<file path="src/rtl/rat_if.sv">
// Rename-stage bus between the decode/dispatch side and the RAT.
// Carries per-slot arch regs, stall/flush, free tags, RRAT map and renamed tags.
interface rat_if #(
    parameter int ARF_SIZE = 32,
    parameter int PRF_SIZE = 64,
    parameter int PRF_IDX  = $clog2(PRF_SIZE),
    parameter int ARF_IDX  = $clog2(ARF_SIZE)
);
    logic                                inst_valid_1;
    logic                                inst_valid_2;
    logic                                dest_valid_1;
    logic                                dest_valid_2;
    logic [ARF_IDX-1:0]                  dest_arch_1;
    logic [ARF_IDX-1:0]                  dest_arch_2;
    logic [ARF_IDX-1:0]                  src_a_arch_1;
    logic [ARF_IDX-1:0]                  src_b_arch_1;
    logic [ARF_IDX-1:0]                  src_a_arch_2;
    logic [ARF_IDX-1:0]                  src_b_arch_2;
    logic                                stall;
    logic                                flush;
    logic [PRF_IDX-1:0]                  free_reg_1;
    logic [PRF_IDX-1:0]                  free_reg_2;
    logic [ARF_SIZE-1:0][PRF_IDX-1:0]    rrat_prf_out;

    logic                                used_1;
    logic                                used_2;
    logic [PRF_IDX-1:0]                  src_a_tag_1;
    logic [PRF_IDX-1:0]                  src_b_tag_1;
    logic [PRF_IDX-1:0]                  src_a_tag_2;
    logic [PRF_IDX-1:0]                  src_b_tag_2;
    logic [PRF_IDX-1:0]                  dest_tag_1;
    logic [PRF_IDX-1:0]                  dest_tag_2;
    logic [PRF_IDX-1:0]                  old_tag_1;
    logic [PRF_IDX-1:0]                  old_tag_2;
    logic [ARF_SIZE-1:0][PRF_IDX-1:0]    rat_map_out;

    modport master (
        output inst_valid_1, inst_valid_2, dest_valid_1, dest_valid_2,
        output dest_arch_1, dest_arch_2,
        output src_a_arch_1, src_b_arch_1, src_a_arch_2, src_b_arch_2,
        output stall, flush, free_reg_1, free_reg_2, rrat_prf_out,
        input  used_1, used_2,
        input  src_a_tag_1, src_b_tag_1, src_a_tag_2, src_b_tag_2,
        input  dest_tag_1, dest_tag_2, old_tag_1, old_tag_2, rat_map_out
    );

    modport slave (
        input  inst_valid_1, inst_valid_2, dest_valid_1, dest_valid_2,
        input  dest_arch_1, dest_arch_2,
        input  src_a_arch_1, src_b_arch_1, src_a_arch_2, src_b_arch_2,
        input  stall, flush, free_reg_1, free_reg_2, rrat_prf_out,
        output used_1, used_2,
        output src_a_tag_1, src_b_tag_1, src_a_tag_2, src_b_tag_2,
        output dest_tag_1, dest_tag_2, old_tag_1, old_tag_2, rat_map_out
    );
endinterface

</file>
<file path="src/rtl/rat.sv">
// Two-wide register alias table: zero-cycle rename of two instructions.
// Ports: clock, reset (sync, active-high), rif (rat_if.slave rename bus).
module rat #(
    parameter int ARF_SIZE = 32,
    parameter int PRF_SIZE = 64,
    parameter int PRF_IDX  = $clog2(PRF_SIZE),
    parameter int ZERO_REG = 31
) (
    input  logic  clock,
    input  logic  reset,
    rat_if.slave  rif
);
    localparam int ARF_IDX = $clog2(ARF_SIZE);
    localparam logic [ARF_IDX-1:0] ZR = ARF_IDX'(ZERO_REG);

    logic [ARF_SIZE-1:0][PRF_IDX-1:0] map_q;

    logic               go;
    logic               w1;
    logic               w2;
    logic [PRF_IDX-1:0] tag_1;
    logic [PRF_IDX-1:0] tag_2;
    logic               byp_a2;
    logic               byp_b2;
    logic               byp_o2;

    // Reset also blocks allocation so the free list is never consumed
    // by a dispatch that the map is about to discard.
    assign go = !rif.stall && !rif.flush && !reset;
    assign w1 = rif.inst_valid_1 && rif.dest_valid_1 &&
                (rif.dest_arch_1 != ZR) && go;
    assign w2 = rif.inst_valid_2 && rif.dest_valid_2 &&
                (rif.dest_arch_2 != ZR) && go;

    // Slot 2 takes the lowest free tag when slot 1 does not allocate.
    assign tag_1 = w1 ? rif.free_reg_1 : '0;
    assign tag_2 = !w2 ? '0 : (w1 ? rif.free_reg_2 : rif.free_reg_1);

    assign rif.used_1     = w1;
    assign rif.used_2     = w2;
    assign rif.dest_tag_1 = tag_1;
    assign rif.dest_tag_2 = tag_2;

    assign rif.src_a_tag_1 = map_q[rif.src_a_arch_1];
    assign rif.src_b_tag_1 = map_q[rif.src_b_arch_1];
    assign rif.old_tag_1   = map_q[rif.dest_arch_1];

    // Slot 2 must see slot 1's rename of the same group.
    assign byp_a2 = w1 && (rif.src_a_arch_2 == rif.dest_arch_1);
    assign byp_b2 = w1 && (rif.src_b_arch_2 == rif.dest_arch_1);
    assign byp_o2 = w1 && (rif.dest_arch_2 == rif.dest_arch_1);

    assign rif.src_a_tag_2 = byp_a2 ? tag_1 : map_q[rif.src_a_arch_2];
    assign rif.src_b_tag_2 = byp_b2 ? tag_1 : map_q[rif.src_b_arch_2];
    assign rif.old_tag_2   = byp_o2 ? tag_1 : map_q[rif.dest_arch_2];

    assign rif.rat_map_out = map_q;

    // Slot 2 is written last so it wins a same-destination pair.
    always_ff @(posedge clock) begin
        if (reset) begin
            for (int i = 0; i < ARF_SIZE; i++) begin
                map_q[i] <= PRF_IDX'(i);
            end
        end else if (rif.flush) begin
            map_q <= rif.rrat_prf_out;
        end else begin
            if (w1) begin
                map_q[rif.dest_arch_1] <= tag_1;
            end
            if (w2) begin
                map_q[rif.dest_arch_2] <= tag_2;
            end
        end
    end
endmodule

</file>
<file path="src/flat_wrapper.sv">
// flat-port wrapper written by rule: the top's interface ports become plain ports
module rat_flat 
#(
    parameter int ARF_SIZE = 32,
    parameter int PRF_SIZE = 64,
    parameter int PRF_IDX  = $clog2(PRF_SIZE),
    parameter int ZERO_REG = 31
)
  (clock, reset, rif_inst_valid_1, rif_inst_valid_2, rif_dest_valid_1, rif_dest_valid_2, rif_dest_arch_1, rif_dest_arch_2, rif_src_a_arch_1, rif_src_b_arch_1, rif_src_a_arch_2, rif_src_b_arch_2, rif_stall, rif_flush, rif_free_reg_1, rif_free_reg_2, rif_rrat_prf_out, rif_used_1, rif_used_2, rif_src_a_tag_1, rif_src_b_tag_1, rif_src_a_tag_2, rif_src_b_tag_2, rif_dest_tag_1, rif_dest_tag_2, rif_old_tag_1, rif_old_tag_2, rif_rat_map_out);
  rat_if #(.ARF_SIZE(ARF_SIZE), .PRF_SIZE(PRF_SIZE), .PRF_IDX(PRF_IDX)) rif_i ();
  input  logic clock;
  input  logic reset;
  input wire logic [$bits(rif_i.inst_valid_1)-1:0] rif_inst_valid_1;
  input wire logic [$bits(rif_i.inst_valid_2)-1:0] rif_inst_valid_2;
  input wire logic [$bits(rif_i.dest_valid_1)-1:0] rif_dest_valid_1;
  input wire logic [$bits(rif_i.dest_valid_2)-1:0] rif_dest_valid_2;
  input wire logic [$bits(rif_i.dest_arch_1)-1:0] rif_dest_arch_1;
  input wire logic [$bits(rif_i.dest_arch_2)-1:0] rif_dest_arch_2;
  input wire logic [$bits(rif_i.src_a_arch_1)-1:0] rif_src_a_arch_1;
  input wire logic [$bits(rif_i.src_b_arch_1)-1:0] rif_src_b_arch_1;
  input wire logic [$bits(rif_i.src_a_arch_2)-1:0] rif_src_a_arch_2;
  input wire logic [$bits(rif_i.src_b_arch_2)-1:0] rif_src_b_arch_2;
  input wire logic [$bits(rif_i.stall)-1:0] rif_stall;
  input wire logic [$bits(rif_i.flush)-1:0] rif_flush;
  input wire logic [$bits(rif_i.free_reg_1)-1:0] rif_free_reg_1;
  input wire logic [$bits(rif_i.free_reg_2)-1:0] rif_free_reg_2;
  input wire logic [$bits(rif_i.rrat_prf_out)-1:0] rif_rrat_prf_out;
  output wire logic [$bits(rif_i.used_1)-1:0] rif_used_1;
  output wire logic [$bits(rif_i.used_2)-1:0] rif_used_2;
  output wire logic [$bits(rif_i.src_a_tag_1)-1:0] rif_src_a_tag_1;
  output wire logic [$bits(rif_i.src_b_tag_1)-1:0] rif_src_b_tag_1;
  output wire logic [$bits(rif_i.src_a_tag_2)-1:0] rif_src_a_tag_2;
  output wire logic [$bits(rif_i.src_b_tag_2)-1:0] rif_src_b_tag_2;
  output wire logic [$bits(rif_i.dest_tag_1)-1:0] rif_dest_tag_1;
  output wire logic [$bits(rif_i.dest_tag_2)-1:0] rif_dest_tag_2;
  output wire logic [$bits(rif_i.old_tag_1)-1:0] rif_old_tag_1;
  output wire logic [$bits(rif_i.old_tag_2)-1:0] rif_old_tag_2;
  output wire logic [$bits(rif_i.rat_map_out)-1:0] rif_rat_map_out;
  assign rif_i.inst_valid_1 = rif_inst_valid_1;
  assign rif_i.inst_valid_2 = rif_inst_valid_2;
  assign rif_i.dest_valid_1 = rif_dest_valid_1;
  assign rif_i.dest_valid_2 = rif_dest_valid_2;
  assign rif_i.dest_arch_1 = rif_dest_arch_1;
  assign rif_i.dest_arch_2 = rif_dest_arch_2;
  assign rif_i.src_a_arch_1 = rif_src_a_arch_1;
  assign rif_i.src_b_arch_1 = rif_src_b_arch_1;
  assign rif_i.src_a_arch_2 = rif_src_a_arch_2;
  assign rif_i.src_b_arch_2 = rif_src_b_arch_2;
  assign rif_i.stall = rif_stall;
  assign rif_i.flush = rif_flush;
  assign rif_i.free_reg_1 = rif_free_reg_1;
  assign rif_i.free_reg_2 = rif_free_reg_2;
  assign rif_i.rrat_prf_out = rif_rrat_prf_out;
  assign rif_used_1 = rif_i.used_1;
  assign rif_used_2 = rif_i.used_2;
  assign rif_src_a_tag_1 = rif_i.src_a_tag_1;
  assign rif_src_b_tag_1 = rif_i.src_b_tag_1;
  assign rif_src_a_tag_2 = rif_i.src_a_tag_2;
  assign rif_src_b_tag_2 = rif_i.src_b_tag_2;
  assign rif_dest_tag_1 = rif_i.dest_tag_1;
  assign rif_dest_tag_2 = rif_i.dest_tag_2;
  assign rif_old_tag_1 = rif_i.old_tag_1;
  assign rif_old_tag_2 = rif_i.old_tag_2;
  assign rif_rat_map_out = rif_i.rat_map_out;
  rat #(.ARF_SIZE(ARF_SIZE), .PRF_SIZE(PRF_SIZE), .PRF_IDX(PRF_IDX), .ZERO_REG(ZERO_REG)) u_core (.clock(clock), .reset(reset), .rif(rif_i));
endmodule
</file>
<file path="config.mk">
export PLATFORM = sky130hd
export DESIGN_NAME = rat_flat
export DESIGN_NICKNAME = d
export VERILOG_FILES = /design/src/rtl/rat_if.sv /design/src/rtl/rat.sv /design/src/flat_wrapper.sv
export SDC_FILE = /design/constraint.sdc
export NUM_CORES = 1
export LEC_CHECK = 0
export ABC_AREA = 0
export ABC_CLOCK_PERIOD_IN_PS = 4330
export CAP_MARGIN = 30
export CELL_PAD_IN_SITES_DETAIL_PLACEMENT = 1
export CELL_PAD_IN_SITES_GLOBAL_PLACEMENT = 1
export CORE_MARGIN = 4
export CORE_UTILIZATION = 30
export DETAILED_ROUTE_END_ITERATION = 8
export PLACE_DENSITY_LB_ADDON = 0.1
export SLEW_MARGIN = 0
export SYNTH_ARGS = -nofsm -noshare
export SYNTH_HDL_FRONTEND = slang
export SYNTH_SLANG_ARGS = --single-unit
</file>
<file path="constraint.sdc">
create_clock -name clock -period 4.33 [get_ports clock]
set_input_delay 0.866 -clock clock [delete_from_list [all_inputs] [get_ports clock]]
set_output_delay 0.866 -clock clock [all_outputs]
set_load 0.01 [all_outputs]
</file>
==> key figures <==
Outcome
  – Outcome: finished with violations
  – Failing checks: negative setup slack

Pwr
  – Cell Pwr Density: between 200 and 250 mW/mm2
  – Peak VDD IR: roughly 300 uV
  – Leakage: ~11 nW

Floorplanning
  – Die X: about 270 um
  – I/O pin count: 484
  – Die area: 0.0711 mm2
  – Die Y-Extent: 267 um
  – Row Count: 94
  – Area of the core: 0.0660 mm2
  – Starting density of the core: between 30 and 40%

Clock network
  – Inserted Clock Buffers: 17
  – Clk slew on worst S/H paths: about 0.080 ns
  – H-tree depth: 4
  – Clk sink count: roughly 190
  – CTS tree: done
  – Clk Latency, worst-skew pair: 0.47 ns
  – Clk buf depth: 2
  – Root Buffer Master: clkbuf_16
  – Post-CTS Hold Buffers: 0

Logic synthesis
  – Syn Nets: between 2000 and 2500
  – Simple-Gate Fraction of Synth Area: 10.2%
  – Gate Count Post-Synth: slightly above 2000
  – Largest area contributor in the netlist: mux4_2
  – Yosys top cell area share: 24.9%
  – Post-synthesis mux area share: between 30% and 40%
  – Syn Area/Cell: between 9 and 10 um2
  – Post-synth ARST share: 0%
  – Compound-Gate Fraction of Synth Area: a little over a quarter
  – Most frequent cell after synthesis: mux4_2
  – Post-Syn Area: 0.0201 mm2
  – Top cells by count, synth: 222 x mux4_2, 212 x mux2i_1, 192 x dfxtp_1
  – Xor/xnor share of the synthesized area: less than 1%
  – Netlist cell types: 64
  – Dominant cells by area after synthesis: mux4_2 25%, dfxtp_1 19%, mux2i_1 11%, a221oi_1 5.0%, a22oi_1 4.6%
  – Adder-cell share of the synthesized area: 0%
  – Post-synth EDFFs: 0
  – Synth Flop Type: dfxtp_1
  – Largest family of logic cells by synthesized area: multiplexers
  – Seq/Total Area, Yosys: approximately a fifth
  – Ys Warns: 0
  – Register bit total from synthesis: 192

Worst setup path
  – CP cell instances: clkdlybuf4s50_1, buf_12, and3b_1, a22oi_1, nand4_1, clkdlybuf4s50_1
  – Delay-heaviest family, CP: buffers and inverters
  – Kind of critical path: primary input to output pin
  – Reg2reg end: u_core.rif.rat_map_out[26]
  – CP endpoint kind: output pin
  – Slowest-stage cell, CP: a22oi_1
  – R2R depth: 4
  – Delay of the slowest critical-path stage: between 0.5 and 0.6 ns
  – Worst EP arrival: approximately 3.5 ns
  – Most common cell on crit path: clkdlybuf4s50_1
  – CP Buf/Inv Count: 3
  – Required @ worst endpoint: between 3 and 4 ns
  – R2R Setup Slk: about 2.6 ns
  – Crit Path Max Fanout: 16
  – RR Startpoint: u_core.rif.rat_map_out[26]
  – Critical Path Source Type: primary input

Timing
  – Final setup vio count: 1
  – Final hold violations: 0
  – Hold Slack: 0.730 ns
  – PnR worst setup slack: -0.0171 ns
  – Tightest Pin Transition: 1.02 ns
  – Slew HR: about a third
  – Fmax: 0.230 GHz
  – Crit share post-route: 100%
  – Clk_skew: 0 ns
  – Fin. max-slew vios: 0
  – Fin crit period: 4.35 ns
  – RSZ-0062 raised after global routing: false

Layout
  – Final nets: around 2800
  – Filler instances: just over 7000
  – Max reg flops: roughly 190
  – Post-layout util: a little over two fifths
  – Layout cells sized above 1: a little over a quarter
  – Area Growth Syn to Fin: 42.4%

Detailed routing
  – Routed WL: 159000 um
  – WL per Instance: around 46 um
  – Via-per-instance ratio: ~7.3
  – DR DRC count: 0
  – Detailed-route via count: 25300
  – Total iterations of the first detailed-routing run: 6
  – Post-route ant nets: 0
  – 1st-iter DRT viols: between 4000 and 5000

Placement
  – I/O Buffers: 483
  – Post-Place Worst Slack: -0.253 ns
  – Routability Congestion: between 1 and 1.5
  – HPWL Detailed: around 130000 um

Global route
  – Largest net degree at the start of global routing: approximately 110
  – Tot GR Track Use: a little over two fifths
  – Global-route wire length before repair: 214000 um
  – Remaining global-route overflow: 0
  – Vias in the first global route: between 20000 and 25000
  – Antenna violations before repair: 9

Hold path
  – Hold Crit Start: u_core.rif.rat_map_out[156]
  – Hold EP: u_core.rif.rat_map_out[156]
  – Hold path cells: 2
  – Worst Hold Class: flip-flop to flip-flop

Run
  – Number of max-cap violations: 0
## through the flow
| step | TNS [ns] | cell area (um2) | cells | power [mW] |
|---|---|---|---|---|
| detailed placement | -1.53 | 27800 | 3436 | 5.12 |
| global placement | -1.22 | 27800 | 3436 | 5.10 |
| floorplan | 0 | 20100 | 2024 | 3.36 |
| finish | -0.0171 | 28600 | 3473 | 6.92 |
| CTS | 0 | 28500 | 3470 | 6.80 |
| global route | 0 | 28500 | 3472 | 7.02 |
## per-layer routing
| metal | wire length, um | global-route usage (%) | part of all wire, % | vias to the layer above |
|---|---|---|---|---|
| li1 | - | - | - | 9585 |
| met1 | 59500 | 55.9 | 37 | 12900 |
| met2 | 66500 | 63.5 | 42 | 2337 |
| met3 | 21600 | 13.3 | 14 | 470 |
| met4 | 11700 | 24.7 | 7.3 | 6 |
| met5 | 107 | 1.01 | 0.067 | - |
## cells by family after synthesis
| kind of cell | count (synthesis) |
|---|---|
| AO/OA/AOI/OAI | 704 |
| XOR/XNOR | 15 |
| buffers and inverters | 258 |
| flip-flops | 192 |
| multiplexers | 466 |
| AND/OR/NAND/NOR | 389 |
## layout by cell type, fill, tap and decap left out, types with 7 or more instances in the layout
cell type	n
nand3_1	22
a32o_1	37
mux2_2	30
clkbuf_16	17
a21oi_1	113
buf_12	36
xor2_1	9
nand2b_1	13
o22ai_1	7
nor4_2	26
nand2_1	123
a221o_1	42
a22o_1	36
and2_1	12
a211oi_1	23
dfxtp_1	192
a211o_1	48
clkdlybuf4s50_1	461
nor2b_1	16
buf_4	294
nand4_1	20
nor2_1	88
a221oi_1	114
o21ai_0	29
mux4_2	222
mux2i_1	206
nor3_1	13
a221oi_2	14
a31oi_1	33
o31ai_1	51
or2_2	7
a22oi_1	122
a21o_1	16
## worst max path at each step
stage	startpoint	endpoint	cells past startpoint
global placement	rif_src_b_arch_2[4]	rif_src_b_tag_2[0]	8
global route	rif_src_a_arch_2[0]	rif_src_a_tag_2[2]	9
detailed placement	rif_src_b_arch_2[4]	rif_src_b_tag_2[0]	8
floorplan	rif_src_a_arch_1[0]	rif_src_a_tag_1[0]	5
CTS	rif_stall	rif_old_tag_2[3]	9
finish	rif_dest_arch_1[2]	rif_old_tag_1[4]	6
## power breakdown
part	switching, mW	internal [mW]	total, mW
Sequential	0.505	1.88	2.38
Combinational	1.44	1.40	2.84
Clock	0.824	0.872	1.70
## area by class of cell
cell class                      instances  area, um2  area share (%)
Timing Repair Buffer                  808       7720            27.1
Tap cell                              864       1080            3.79
Clock buffer                           20        447            1.56
Inverter                                2       7.51          0.0263
Antenna cell                            3       7.51          0.0263
Multi-Input combinational cell       1574      15300            53.6
Sequential cell                       192       3840            13.5
Clock inverter                         10        130           0.456
## repair_timing
item,CTS,global route
gates cloned,1,0
pin swaps,5,3
gates resized for setup,16,10
endpoints found under the setup margin,16,12
setup buffers,3,0
## worst register-to-register path: cells and delay by family, from the launching register on
kind	cells	cell delay [ns]
compound gates	3	0.92
flops	1	0.43
buf+inv	1	0.26
Note: power is estimated with default switching activity, not from simulation.
